## src/rtl/multi_clock_trigger.sv

```systemverilog
`timescale 1ns/1ps
// multi_clock_trigger: per-channel triggered clock generator, gated (mode 0) or burst (mode 1).
// Optional macro CLKTRIG_DUTY_EN makes the high phase programmable through hi_cnt.
module multi_clock_trigger #(
  parameter int NCH   = 4,
  parameter int DIV_W = 8,
  parameter int CNT_W = 8
) (
  input  logic             fastclk,
  input  logic             reset,
  input  logic [NCH-1:0]   trigger,
  input  logic             mode,
  input  logic [DIV_W-1:0] div,
  input  logic [DIV_W-1:0] hi_cnt,
  input  logic [CNT_W-1:0] burst_len,
  output logic [NCH-1:0]   clk_out,
  output logic [NCH-1:0]   busy,
  output logic [NCH-1:0]   done,
  output logic [2*NCH-1:0] state_dbg
);
  typedef enum logic [1:0] {IDLE = 2'd0, HIGH = 2'd1, LOW = 2'd2, DONE = 2'd3} state_t;

  localparam logic [DIV_W:0] ONE     = (DIV_W+1)'(1);
  localparam logic [DIV_W:0] TWO     = (DIV_W+1)'(2);
  localparam logic [CNT_W-1:0] CNT_ONE = CNT_W'(1);

  logic [NCH-1:0] sync1, trig_s, trig_q;

  always_ff @(posedge fastclk or negedge reset) begin
    if (!reset) begin
      sync1  <= '0;
      trig_s <= '0;
      trig_q <= '0;
    end else begin
      sync1  <= trigger;
      trig_s <= sync1;
      trig_q <= trig_s;
    end
  end

`ifndef CLKTRIG_DUTY_EN
  logic unused_hi;
  assign unused_hi = ^hi_cnt;
`endif

  for (genvar c = 0; c < NCH; c++) begin : g_ch
    state_t           state, state_nx;
    logic             mode_l;
    logic [DIV_W-1:0] div_l;
    logic [CNT_W-1:0] len_l, pulses;
    logic [DIV_W:0]   per, h_len, l_len, ph_cnt;
    logic             clk_r, busy_r, done_r;
`ifdef CLKTRIG_DUTY_EN
    logic [DIV_W-1:0] hi_l;
`endif

    // Phase lengths come only from values latched at the start of the current period.
    always_comb begin
      per = (div_l == '0) ? TWO : {1'b0, div_l} + ONE;
`ifdef CLKTRIG_DUTY_EN
      if (hi_l == '0)               h_len = ONE;
      else if ({1'b0, hi_l} >= per) h_len = per - ONE;
      else                          h_len = {1'b0, hi_l};
`else
      h_len = per >> 1;
`endif
      l_len = per - h_len;
    end

    always_comb begin
      state_nx = state;
      case (state)
        IDLE: begin
          if (mode && trig_s[c] && !trig_q[c])
            state_nx = (burst_len == '0) ? DONE : HIGH;
          else if (!mode && trig_s[c])
            state_nx = HIGH;
        end
        HIGH: if (ph_cnt == h_len - ONE) state_nx = LOW;
        LOW: begin
          if (ph_cnt == l_len - ONE) begin
            if (mode_l) state_nx = (pulses == len_l) ? DONE : HIGH;
            else        state_nx = trig_s[c] ? HIGH : IDLE;
          end
        end
        DONE:    state_nx = IDLE;
        default: state_nx = IDLE;
      endcase
    end

    always_ff @(posedge fastclk or negedge reset) begin
      if (!reset) begin
        state  <= IDLE;
        ph_cnt <= '0;
        pulses <= '0;
        mode_l <= 1'b0;
        div_l  <= '0;
        len_l  <= '0;
        clk_r  <= 1'b0;
        busy_r <= 1'b0;
        done_r <= 1'b0;
`ifdef CLKTRIG_DUTY_EN
        hi_l   <= '0;
`endif
      end else begin
        state  <= state_nx;
        ph_cnt <= (state_nx != state || state == IDLE) ? '0 : ph_cnt + ONE;
        // mode is tracked while idle only, so a busy channel keeps the mode it started with.
        if (state == IDLE) begin
          mode_l <= mode;
          pulses <= '0;
        end else if (state == HIGH && state_nx == LOW) begin
          pulses <= pulses + CNT_ONE;
        end
        if (state_nx == HIGH && state != HIGH) begin
          div_l <= div;
          len_l <= burst_len;
`ifdef CLKTRIG_DUTY_EN
          hi_l  <= hi_cnt;
`endif
        end
        clk_r  <= (state == HIGH);
        busy_r <= (state != IDLE);
        done_r <= (state == DONE);
      end
    end

    assign clk_out[c]          = clk_r;
    assign busy[c]             = busy_r;
    assign done[c]             = done_r;
    assign state_dbg[2*c +: 2] = state;
  end

endmodule

```

## config.mk

```make
export PLATFORM = sky130hd
export DESIGN_NAME = multi_clock_trigger
export DESIGN_NICKNAME = d
export VERILOG_FILES = /design/src/rtl/multi_clock_trigger.sv
export SDC_FILE = /design/constraint.sdc
export NUM_CORES = 1
export LEC_CHECK = 0
export CAP_MARGIN = 10
export CORE_MARGIN = 2
export CORE_UTILIZATION = 45
export DETAILED_ROUTE_END_ITERATION = 8
export GPL_ROUTABILITY_DRIVEN = 0
export PLACE_DENSITY = 0.7
export SLEW_MARGIN = 20
export SYNTH_ARGS = -nofsm -noshare
export SYNTH_HDL_FRONTEND = slang
export SYNTH_SLANG_ARGS = --single-unit
```

## constraint.sdc

```tcl
create_clock -name fastclk -period 4 [get_ports fastclk]
set_input_delay 0.6 -clock fastclk [delete_from_list [all_inputs] [get_ports fastclk]]
set_output_delay 0.6 -clock fastclk [all_outputs]
set_load 0.005 [all_outputs]
```

==> results by group <==
Floorplanning
  • Placeable core area: around 26000 um^2
  • # IOs: 51
  • Vert. Die Dim: between 150 and 200 um
  • Overall die width: roughly 170 um
  • Die area: around 27000 um^2
  • Effective utilization at floorplan: a little under half
  • Std cell rows: slightly below 60

Global routing
  • Global-route usage over all layers: ~18%
  • Maximum number of pins on one net before global-route repair: a little under 90
  • Antenna violations before repair: 0
  • Total congestion overflow after global routing: 0
  • Wire length of the first global-routing pass: roughly 42000 um
  • Number of global-route vias before repair: between 8000 and 9000

Worst setup path
  • Standard cell with the maximum stage delay on the critical path: or4_4
  • Critical path data arrival time: between 4 and 5 ns
  • Required time of the worst setup path: between 4 and 5 ns
  • Critical path cell sequence: or4_4 -> o41a_1 -> ha_2 -> fa_2 -> xnor2_1 -> nand3_1 -> nor4b_2 -> and4_4 -> nor4b_4 -> o22ai_2 -> a211o_1 -> buf_12 -> mux2_4
  • Buffers plus inverters on the worst setup path: 1
  • R2R setup slack: -0.14 ns
  • Longest individual stage delay on the worst path: between 0.5 and 0.6 ns
  • Worst-case reg-to-reg path depth: 13
  • Maximum net fanout on the critical path: 16
  • Origin of the critical flop-to-flop path: g_ch[1].div_l[7]
  • Endpoint of the worst-slack reg-to-reg timing path: g_ch[1].div_l[4]
  • Crit Path Category: register to register
  • Crit path launch type: register
  • Largest delay share family, worst path: simple AND/OR/NAND/NOR gates
  • Kind of capture point of the worst setup path: register

STA
  • Least setup slack across all paths after layout: -0.1407 ns
  • Count of endpoints failing hold in the final timing report: 0
  • Setup repair after global routing missed its margin: true
  • Slew at the pin closest to its max-slew limit: roughly 0.8 ns
  • Post-layout min period: a little over 4 ns
  • Total count of max-transition violations in the final report: 0
  • Fin Clk Skew: 0.007678 ns
  • Slew headroom: between 40 and 50%
  • Setup violators final: 16
  • F_max: ~240 MHz
  • WHS: around 0.22 ns
  • Share of the clock period used by the worst path: 103.5%

Synth
  • Yosys warnings: 0
  • Number of unique standard cell types used by synthesis: 80
  • Total standard cell area after synthesis: about 12000 um^2
  • Number of storage elements in the synthesis netlist: approximately 170
  • Avg Synthesized Cell Area: 9.809 um^2
  • Syn Inst Count: 1200
  • Primary flip-flop cell chosen by synthesis mapping: dfrtp_1
  • EDFF count, synth: 0
  • Share of synthesized flip-flops with an asynchronous set or reset: 100.0%
  • Mapped Nets: between 1000 and 1500
  • Post-synthesis sequential area ratio: about 36%

Outcome
  • Run status: complete, but fails checks
  • Violations in the final reports: setup timing

CTS
  • Num CTS Buffers: 17
  • Root cell of the clock tree: clkbuf_16
  • Largest buffer count on any clock path: 2
  • TritonCTS clock tree: built
  • TritonCTS sink count: around 170
  • Quantity of hold-fixing buffers added after cts: 0
  • Worst skew pair latency: roughly 0.43 ns
  • Clock-pin transition on the worst setup and hold timing paths: 0.06 ns
  • Maximum level of the CTS H-tree: 4

Worst hold path
  • Hold WC Path Type: primary input to asynchronous set/reset pin

Power
  • Pwr Density: about 950 nW/um^2
  • Max IR drop VDD: 0.5600 mV
  • Leakage dissipation: 6.063 nW

Routing
  • Number of vias per cell after detailed routing: 5.201
  • Initial DRT Pass Iterations: 5
  • Total wire length: roughly 25000 um
  • Post-detailed-route DRC marker count: 0
  • Number of DRC markers after the initial detailed-route iteration: roughly 420
  • Antenna Violating Nets Remaining: 0
  • Routed WL per cell: approximately 15 um
  • Detailed-route via count: about 8500

Place
  • Detailed placer's ending HPWL: around 19000 um
  • Placed cell area: approximately 13000 um^2
  • IO buf count: 42

Final layout
  • Layout overhead on the synthesized area: 16.90%
  • ANT cells: 0
  • Final layout net count: between 1000 and 1500
  • Post-route cell area: 13760 um^2
  • Post-Route Utilization: 53.26%
  • Layout cells sized above 1: around 17%
  • Area used by multi-input combinational logic: 7163 um^2
  • Layout fillers: 2275
  • Register Area: around 4200 um^2

Run
  • Maxcap violations: 0
[worst max path at each step]
stage                           from                to  slack (ns)  depth (start not counted)
floorplan           g_ch[1].div_l[7]  g_ch[1].div_l[0]      0.0006                         15
global placement    g_ch[1].div_l[7]  g_ch[1].div_l[0]       -0.08                         14
detailed placement  g_ch[1].div_l[7]  g_ch[1].len_l[7]       -0.13                         14
CTS                 g_ch[1].div_l[7]  g_ch[1].len_l[3]       -0.08                         13
global route        g_ch[1].div_l[7]  g_ch[1].len_l[6]       -0.33                         13
finish              g_ch[1].div_l[7]  g_ch[1].div_l[4]       -0.14                         13
[registers in the layout (all words and copies together), names as in the netlist]
name,cells
g_ch.ph_cnt,36
g_ch.clk_r,4
sync1,4
g_ch.len_l,32
g_ch.div_l,32
g_ch.pulses,32
g_ch.mode_l,4
g_ch.state,8
trig_q,4
g_ch.done_r,4
g_ch.busy_r,4
trig_s,4
[worst reg2reg max path, stage by stage, from the launching register on]
cell     delay (ns)
dfrtp_1        0.38
or4_4          0.56
o41a_1         0.46
ha_2           0.22
fa_2           0.54
xnor2_1        0.12
nand3_1        0.11
nor4b_2        0.27
and4_4         0.27
nor4b_4        0.22
o22ai_2        0.13
a211o_1        0.28
buf_12         0.17
mux2_4         0.31
[layer usage]
| metal | global-route usage [%] | vias up | part of all wire, % |
|---|---|---|---|
| li1 | - | 4286 | - |
| met1 | 24.32 | 4117 | 47 |
| met2 | 31.52 | 113 | 50 |
| met3 | 3.098 | 29 | 2.2 |
| met4 | 5.066 | 0 | 1.4 |
| met5 | 0 | - | 0 |
[kinds of logic (layout without fill, tap and decap cells)]
| family | Yosys count | after routing | synth area share, % |
|---|---|---|---|
| compound gates | 148 | 148 | 8.748 |
| xor+xnor | 199 | 199 | 15.53 |
| fa+ha+maj | 100 | 100 | 10.88 |
| buf+inv | 132 | 240 | 4.943 |
| flops | 168 | 168 | 35.71 |
| mux | 75 | 75 | 7.430 |
| simple gates | 378 | 378 | 16.75 |
[final cells by class]
| cell class | count | share of cell area, % |
|---|---|---|
| flip-flops and latches | 168 | 30.57 |
| repair buffers | 116 | 7.610 |
| inverters | 92 | 2.519 |
| clock inverters | 12 | 1.027 |
| multi-input cells | 900 | 52.05 |
| clock buffers | 20 | 3.173 |
| well taps | 335 | 3.046 |
[per-stage QoR]
step / instances / setup WS, ns / power, mW / setup TNS [ns]
2_1_floorplan: 1200 / 0.0005924 / 9.056 / 0
3_3_place_gp: 1604 / -0.08209 / 10.79 / -1.141
3_5_place_dp: 1604 / -0.1313 / 11.03 / -1.848
4_1_cts: 1637 / -0.08291 / 12.79 / -1.062
5_1_grt: 1643 / -0.3293 / 14.25 / -5.673
6_report: 1643 / -0.1407 / 13.06 / -1.995
[Yosys cell counts (12+ instances only)]
master,n,area [um^2]
dfrtp_1,168,4204
xnor2_1,111,972.2
nor2_1,107,401.6
ha_1,96,1201
inv_1,91,341.6
xor2_1,82,718.2
mux2_2,59,664.4
nand3_1,54,270.3
nand2_1,53,198.9
a21oi_1,31,155.2
o21ai_0,27,135.1
nor3_1,26,130.1
nor2b_1,21,131.4
clkbuf_1,18,67.56
nand2b_1,16,100.1
or3_1,16,100.1
nand4_1,15,93.84
and2_1,14,87.58
nor4_1,14,87.58
buf_4,12,90.09
[repair_timing]
action | in CTS | in global routing
setup endpoints to repair | 16 | 93
gates resized for setup | 3 | 27
gates cloned | 0 | 1
pin swaps | 3 | 9
setup buffers | 1 | 5
[cells in the final DEF (no fill, tap or decap), types with 10 or more instances in the layout]
cell type / netlist / layout
inv_1: 91 / 91
xnor2_1: 111 / 109
nor3_1: 26 / 26
ha_1: 96 / 95
nand2b_1: 16 / 14
a21oi_1: 31 / 30
nand2_1: 53 / 53
xor2_1: 82 / 80
and3_1: 10 / 10
nor2b_1: 21 / 21
or3_1: 16 / 16
o21ai_0: 27 / 25
mux2_2: 59 / 59
nand3_1: 54 / 54
clkdlybuf4s50_1: 0 / 41
mux2_4: 10 / 10
clkbuf_16: 0 / 17
dfrtp_1: 168 / 166
nor4_1: 14 / 10
a21boi_0: 11 / 11
nand4_1: 15 / 15
and2_1: 14 / 14
nor2_1: 107 / 107
buf_4: 12 / 67
[where the power goes]
group          internal [mW]  leakage [nW]  switching (mW)
combinational           4.24          3.71            4.31
clock                  0.928         0.264           0.714
sequential              2.23          2.09           0.648
Note: power is estimated with default switching activity, not from simulation.
